===== config.mk =====
export PLATFORM = sky130hd
export DESIGN_NAME = wddl_xor2_8_reg_flat
export DESIGN_NICKNAME = d
export VERILOG_FILES = /design/src/rtl/wddl_xor2_8_reg_if.sv /design/src/rtl/wddl_xor2_8_reg.sv /design/src/flat_wrapper.sv
export SDC_FILE = /design/constraint.sdc
export NUM_CORES = 1
export LEC_CHECK = 0
export CAP_MARGIN = 40
export CORE_UTILIZATION = 44
export CTS_BUF_LIST = sky130_fd_sc_hd__clkbuf_4 sky130_fd_sc_hd__clkbuf_8
export CTS_CLUSTER_SIZE = 30
export DETAILED_ROUTE_END_ITERATION = 10
export PLACE_DENSITY = 0.82
export REMOVE_ABC_BUFFERS = 1
export SKIP_LAST_GASP = 1
export SYNTH_ARGS = -nofsm -noshare
export SYNTH_HDL_FRONTEND = slang
export SYNTH_SLANG_ARGS = --single-unit

===== constraint.sdc =====
create_clock -name clk -period 2 [get_ports clk]
set_input_delay 0.2 -clock clk [delete_from_list [all_inputs] [get_ports clk]]
set_output_delay 0.2 -clock clk [all_outputs]
set_load 0.005 [all_outputs]

===== src/rtl/wddl_xor2_8_reg_if.sv =====
// -----------------------------------------------------------------------------
// wddl_xor2_8_reg_if
// Bundles the dual-rail operand and result signals of wddl_xor2_8_reg.
//
// Signals:
//   d0_p_in, d0_n_in  operand 0, true / complement rail      (master -> slave)
//   d1_p_in, d1_n_in  operand 1, true / complement rail      (master -> slave)
//   d_p_out, d_n_out  registered XOR result, true / complement rail
//   eval_out          result word fully evaluated (every bit complementary)
//   pre_out           result word fully precharged (every bit (0,0))
//   err_out           an input bit pair was (1,1) in the sampled cycle
//   err_cnt_out       saturating count of cycles with err_out set
//
// Modports:
//   master  drives operands and observes results (producer / testbench)
//   slave   the registered XOR itself
// -----------------------------------------------------------------------------
interface wddl_xor2_8_reg_if #(
    parameter int WIDTH     = 8,
    parameter int ERR_CNT_W = 8
);
    logic [WIDTH-1:0]     d0_p_in;
    logic [WIDTH-1:0]     d0_n_in;
    logic [WIDTH-1:0]     d1_p_in;
    logic [WIDTH-1:0]     d1_n_in;
    logic [WIDTH-1:0]     d_p_out;
    logic [WIDTH-1:0]     d_n_out;
    logic                 eval_out;
    logic                 pre_out;
    logic                 err_out;
    logic [ERR_CNT_W-1:0] err_cnt_out;

    modport master (
        output d0_p_in, d0_n_in, d1_p_in, d1_n_in,
        input  d_p_out, d_n_out, eval_out, pre_out, err_out, err_cnt_out
    );

    modport slave (
        input  d0_p_in, d0_n_in, d1_p_in, d1_n_in,
        output d_p_out, d_n_out, eval_out, pre_out, err_out, err_cnt_out
    );
endinterface


===== src/rtl/wddl_xor2_8_reg.sv =====
// -----------------------------------------------------------------------------
// wddl_xor2_8_reg
// Registered WIDTH-bit dual-rail (WDDL) XOR for the AddRoundKey datapath.
// Each logical bit travels on a true rail (p) and a complement rail (n); the
// all-zero pair is the precharge spacer. The data path uses only AND/OR of
// positive rails so precharge propagates monotonically. Word-level status
// (evaluated / precharged), invalid-encoding detection and a saturating error
// counter are provided for side-channel and fault monitoring.
//
// Ports:
//   clk   rising-edge clock
//   rst   synchronous active-high reset
//   bus   wddl_xor2_8_reg_if.slave: operands in, registered results out
//
// Latency is one cycle with no handshake; a new operand may be applied every
// cycle.
// -----------------------------------------------------------------------------
module wddl_xor2_8_reg #(
    parameter int WIDTH     = 8,
    parameter int ERR_CNT_W = 8
) (
    input  logic              clk,
    input  logic              rst,
    wddl_xor2_8_reg_if.slave  bus
);

    logic [WIDTH-1:0] p_nxt;
    logic [WIDTH-1:0] n_nxt;
    logic [WIDTH-1:0] bad_bit;
    logic             eval_nxt;
    logic             pre_nxt;
    logic             err_nxt;

    // Per-bit WDDL XOR2 gate plus word-level status of the next-state result.
    always_comb begin
        // NOTE: every always_comb output gets a default first so no path can
        // leave it unassigned and infer a latch.
        p_nxt    = '0;
        n_nxt    = '0;
        bad_bit  = '0;
        eval_nxt = 1'b0;
        pre_nxt  = 1'b0;
        err_nxt  = 1'b0;

        // A (1,1) pair on either operand is an illegal encoding; that bit is
        // squashed to the spacer so it never looks like a valid evaluation.
        bad_bit = (bus.d0_p_in & bus.d0_n_in) | (bus.d1_p_in & bus.d1_n_in);

        p_nxt = ((bus.d0_p_in & bus.d1_n_in) | (bus.d0_n_in & bus.d1_p_in)) & ~bad_bit;
        n_nxt = ((bus.d0_p_in & bus.d1_p_in) | (bus.d0_n_in & bus.d1_n_in)) & ~bad_bit;

        // Status is computed from the next-state result so it lines up with
        // the registered rails. Mixed words report neither evaluated nor
        // precharged; both can never be true since eval needs p^n on every bit.
        eval_nxt = &(p_nxt ^ n_nxt);
        pre_nxt  = ~|(p_nxt | n_nxt);
        err_nxt  = |bad_bit;
    end

    always_ff @(posedge clk) begin
        // NOTE: sequential state uses non-blocking assignments so every
        // register samples the pre-edge values regardless of statement order.
        if (rst) begin
            // Reset wins over any input, including an illegal one this cycle.
            bus.d_p_out     <= '0;
            bus.d_n_out     <= '0;
            bus.eval_out    <= 1'b0;
            bus.pre_out     <= 1'b1;
            bus.err_out     <= 1'b0;
            bus.err_cnt_out <= '0;
        end else begin
            bus.d_p_out  <= p_nxt;
            bus.d_n_out  <= n_nxt;
            bus.eval_out <= eval_nxt;
            bus.pre_out  <= pre_nxt;
            bus.err_out  <= err_nxt;
            // Saturate at all-ones rather than wrapping back to a clean count.
            if (err_nxt && (bus.err_cnt_out != {ERR_CNT_W{1'b1}})) begin
                bus.err_cnt_out <= bus.err_cnt_out + 1'b1;
            end
        end
    end

endmodule


===== src/flat_wrapper.sv =====
// flat-port wrapper written by rule: the top's interface ports become plain ports
module wddl_xor2_8_reg_flat 
#(
    parameter int WIDTH     = 8,
    parameter int ERR_CNT_W = 8
)
  (clk, rst, bus_d0_p_in, bus_d0_n_in, bus_d1_p_in, bus_d1_n_in, bus_d_p_out, bus_d_n_out, bus_eval_out, bus_pre_out, bus_err_out, bus_err_cnt_out);
  wddl_xor2_8_reg_if #(.WIDTH(WIDTH), .ERR_CNT_W(ERR_CNT_W)) bus_i ();
  input  logic clk;
  input  logic rst;
  input wire logic [$bits(bus_i.d0_p_in)-1:0] bus_d0_p_in;
  input wire logic [$bits(bus_i.d0_n_in)-1:0] bus_d0_n_in;
  input wire logic [$bits(bus_i.d1_p_in)-1:0] bus_d1_p_in;
  input wire logic [$bits(bus_i.d1_n_in)-1:0] bus_d1_n_in;
  output wire logic [$bits(bus_i.d_p_out)-1:0] bus_d_p_out;
  output wire logic [$bits(bus_i.d_n_out)-1:0] bus_d_n_out;
  output wire logic [$bits(bus_i.eval_out)-1:0] bus_eval_out;
  output wire logic [$bits(bus_i.pre_out)-1:0] bus_pre_out;
  output wire logic [$bits(bus_i.err_out)-1:0] bus_err_out;
  output wire logic [$bits(bus_i.err_cnt_out)-1:0] bus_err_cnt_out;
  assign bus_i.d0_p_in = bus_d0_p_in;
  assign bus_i.d0_n_in = bus_d0_n_in;
  assign bus_i.d1_p_in = bus_d1_p_in;
  assign bus_i.d1_n_in = bus_d1_n_in;
  assign bus_d_p_out = bus_i.d_p_out;
  assign bus_d_n_out = bus_i.d_n_out;
  assign bus_eval_out = bus_i.eval_out;
  assign bus_pre_out = bus_i.pre_out;
  assign bus_err_out = bus_i.err_out;
  assign bus_err_cnt_out = bus_i.err_cnt_out;
  wddl_xor2_8_reg #(.WIDTH(WIDTH), .ERR_CNT_W(ERR_CNT_W)) u_core (.clk(clk), .rst(rst), .bus(bus_i));
endmodule

### Word-level counts from Yosys, hierarchy flattened

Index checks and enable logic that the tools add are counted.

* logic and storage cells: 27
* register bits after elaboration: 27
* bits of input ports: 34
* output and inout bits: 27

* bitwise gates (word level): 14
* equal/unequal tests: 1
* reduce and logical (&&, ||, !) cells: 5
* $add $sub $neg: 1

Operator list (number)
* 8-bit bitwise AND: 8
* 8-bit OR: 4
* 8-bit OR reduction: 2
* 8-bit by 1-bit adder with 8-bit output, second input constant: 1
* 8-bit != test, second input constant: 1
* 8-bit NOT: 1
* 8-bit AND reduction: 1
* 8-bit XOR: 1
* 1-bit logical AND: 1
* 1-bit zero test: 1

### Logic depth before layout (Yosys ltp)

* depth in word-level cells: 7
* gate-level depth with buffers: 6
* depth with buffers taken out: 6

### Least setup slack after synthesis

No wires, ideal clock.

* path type: reg2reg
* from: register u_core.bus.err_cnt_out[0]
* to: register u_core.bus.err_cnt_out[5]
* cell stages (with the launch flop): 6
* data required time: 1879 ps
* setup time: 121 ps
* data arrival time: 1455 ps
* path slack: 424 ps
* buffers on the path: 0
* cells stage by stage: dfxtp_1 -> ha_1 -> nand2_1 -> or3_1 -> nor4b_2 -> mux2_4

* word-level cells in the longest chain between the ends: 2

Ends and longest elaborated chain
* start: declaration: line wddl_xor2_8_reg_if.sv:40 `output d_p_out, d_n_out, eval_out, pre_out, err_out, err_cnt_out`
* start signal: assignment: line wddl_xor2_8_reg.sv:79 `bus.err_cnt_out <= bus.err_cnt_out + 1'b1;`
* branches (longest 2 deep; another with 8-bit by 1-bit adder with 8-bit output)

Parallel ways; which one is timed is not known.
A chain may end at the register's enable or synchronous reset.

### Final worst setup path

* from: register u_core.bus.err_cnt_out[0]
* to: register u_core.bus.err_cnt_out[7]

Same word-level chain as after synthesis.

==> summary by stage <==
Run status
The run finished with clean final reports.

Die
In this run the standard cell core region covers 0.00313 sq mm. For this configuration, the core starts out at a cell density of 47.6%. The total die area is 0.00362 sq mm. During I/O placement, the number of pins put on the boundary was 61. Measured along the x axis, the die boundary spans 60.2 um. The floorplan step set the die height to 60.2 um. Row generation in the floorplan step produced 20 rows.

Global routing
The residual overflow from global routing is 0. The pin count of the biggest net entering global routing is 17. The number of antenna violations at the first check in global routing is 0.

The via count of the first global-routing pass is around 1400. The wire length of the first global-routing pass is 5910 um. The global-route usage over all layers is 21.7%.

Yosys
Yosys mapped the design onto 28 distinct sky130hd cell types. The post-synthesis async set-or-reset flop share is 0%. The cell count after synthesis is 159. The synthesized flop and latch total is 27. During synthesis, Yosys emitted a total of 0 warnings. The average cell area after synthesis is about 9.4 sq um. In this run, synthesis inferred 0 flip-flops with an integrated enable. The most instantiated flip-flop cell in the synthesis netlist is dfxtp_1. In this run the cell area of the synthesized design comes to 0.00149 sq mm. After synthesis, flip-flops and latches occupy 36.3% of the total area.

Power and ir drop
The power per unit of standard cell area is 490 mW/mm^2. The switching power is 0.266 mW. The share of total power dissipated in sequential elements is between 50% and 60%. The part of the power in the clock network is 23.1%. The total leakage power is 0.796 nW.

Net switching is about a quarter of the power. The internal portion of the total power is 0.797 mW. The power after layout is 1.06 mW. The fraction of power consumed by combinational cells is 23.5%. The worst ir drop on vdd is 0.000277 V.

Place
The estimated wirelength of the detail-placed design is about 3000 um. Routability-driven placement finished with a final weighted congestion of about 0.81. OpenSTA, run right after detailed placement, puts the worst setup slack at 0.00457 ns. The quantity of I/O buffers inserted on ports is 60.

Timing
The number of slew-limit violations in the final report is 0. The number of failing hold endpoints at the final stage is 0. The upper clock frequency limit is 580 MHz. After layout, the minimum clock period comes to 1.72 ns.

The worst setup margin is 0.276 ns. The worst pin sits at a relative slew slack of 61.0%. The final sum of negative setup slack is 0 ns. Setup violations remaining at the end of the flow were counted as 0. The final setup skew is approximately 0.007 ns. Dividing the final minimum period by the clock period gives 86.2%. Setup repair after global routing left no endpoint under its margin. The pin slew with the least headroom to its limit is 0.584 ns.

Setup path
The count of buffer and inverter cells on the critical path is 0. STA puts the critical path data arrival time at 1.95 ns. The kind of start point of the critical path is a flip-flop. The element type at the critical path end is a flip-flop. Walking the worst path, the cells encountered are ha_1 -> nand2_1 -> or3_1 -> nor4b_2 -> mux2_4.

The required time of the critical path is 2.23 ns. The delay of the slowest cell on the worst path is approximately 0.43 ns. The top cell family by delay on the critical path is simple AND/OR/NAND/NOR gates. Of all nets on the critical path, the largest fanout is 6. The critical path is of the flip-flop to flip-flop type. The slowest stage of the critical path is the dfxtp_1 cell.

Finish
In the final layout, flip-flops and latches occupy 541 sq um. The most common cell after layout, fill and taps aside is clkdlybuf4s50_1. The number of diodes is 0. The multi-input logic area is approximately 920 sq um. The final layout contains 265 nets. The share of post-route cells with drive strength above 1 is 8.60%. The filler cell count is 253. From synthesis to final layout, the design area changed by 45.5%. The top cell types in the final layout, fill and taps aside, are clkdlybuf4s50_1, nor2b_1, dfxtp_1, nor2_1, a22oi_1.

Cells fill 69.3% of the core in the end.

Clock tree
For this design, the CTS-stage hold fixing added 0 buffers. The TritonCTS clock tree is yes. Counting the buffers created by CTS gives 3. The clock insertion delay at the later pin of the skew report is 0.31 ns.

The clock passes through at most 2 buffers. In this run the number of H-tree levels came out at 1. The cell sitting at the root of the clock tree is a clkbuf_4. The clock net in this run drives a total of 27 sinks.

Clock-pin slew was measured on the worst setup and hold paths at 0.14 ns. The number of buffers inserted to repair setup after CTS is 0. The post-cts gate resize count is 0.

Detailed routing
The mean routed wirelength per cell is around 14 um. The number of iterations in the first detailed-routing pass is 5. The initial DRC count is 38. The count of nets left with antenna violations once routing finished came out at 0. The DRC violation count after routing is 0. The total wire length is 3620 um. The total via count after detailed routing is 1421. The average vias per placed instance is between 5 and 6.

Run
Max-cap violations in this run came to 0.

Worst hold path
The tightest min-delay check is of the flip-flop to flip-flop type.
[stage by stage]
step | std cells | hold WS [ns] | cell area (sq um)
5_1_grt | 265 | 0.583 | 2170
3_3_place_gp | 261 | 0.493 | 2140
3_5_place_dp | 261 | 0.512 | 2140
4_1_cts | 265 | 0.530 | 2170
6_report | 265 | 0.527 | 2170
2_1_floorplan | 155 | 0.269 | 1470
[state kept, by name, indices dropped and copies added, names as in the netlist]
| signal | cells |
|---|---|
| u_core.bus.d_n_out | 8 |
| u_core.bus.err_cnt_out | 8 |
| u_core.bus.err_out | 1 |
| u_core.bus.pre_out | 1 |
| u_core.bus.eval_out | 1 |
| u_core.bus.d_p_out | 8 |
[cells in the mapped netlist, drive strengths merged, types with 2 or more instances]
cell	number	share of area, %
inv	2	0.50
a22o	4	2.4
a21oi	2	0.67
ha	9	7.6
o21ai	2	0.67
a22oi	16	8.1
nand4	5	2.1
or3	3	1.3
and2b	3	1.5
a221oi	4	4.0
nand3	3	1.0
dfxtp	27	36
mux2	4	3.8
nand2	3	0.76
nand2b	3	1.3
clkbuf	3	0.76
nor4b	4	3.2
nor2	23	5.8
nor2b	33	14
[per-layer routing]
layer / track usage, % / vias up / wire [um]
li1: - / 700 / -
met1: 24.3 / 662 / 1510
met2: 40.3 / 53 / 1860
met3: 4.11 / 6 / 202
met4: 7.31 / 0 / 42
met5: 0 / - / 0
[worst min-delay path, stage by stage, from the launching register on]
cell and delay (ns):
dfxtp_1 0.35, inv_1 0.08, a211oi_1 0.06
[power by group through the flow]
stage	sequential, mW	combinational (mW)	clock, mW
6_report	0.568	0.250	0.245
5_1_grt	0.570	0.274	0.279
4_1_cts	0.568	0.250	0.254
3_5_place_dp	0.579	0.250	0
3_3_place_gp	0.579	0.243	0
2_1_floorplan	0.580	0.0945	0
[path summary, 6_finish.rpt]
check,slack [ns],start,to,depth (start not counted)
worst min register to register,0.53,u_core.bus.err_cnt_out[6],u_core.bus.err_cnt_out[6],2
worst min-delay path,0.53,u_core.bus.err_cnt_out[6],u_core.bus.err_cnt_out[6],2
worst max register to register,0.28,u_core.bus.err_cnt_out[0],u_core.bus.err_cnt_out[7],5
worst max-delay path,0.28,u_core.bus.err_cnt_out[0],u_core.bus.err_cnt_out[7],5
[cell families (layout without fill, tap and decap cells)]
logic type      Yosys count  after routing  share of synthesized area [%]
compound gates           30             30                           16.8
fa+ha+maj                 9              9                           7.56
buf+inv                   6             68                           2.02
flops                    27             27                           36.3
mux                       5              5                           4.45
simple gates             82             82                           32.9
[layout make-up]
class	instances	area share, %
Clock buffer	4	1.39
Inverter	2	0.346
Multi-Input combinational cell	126	42.4
Sequential cell	27	24.9
Tap cell	44	2.54
Timing Repair Buffer	62	28.4
No activity file was read; power rests on OpenSTA's default activity.
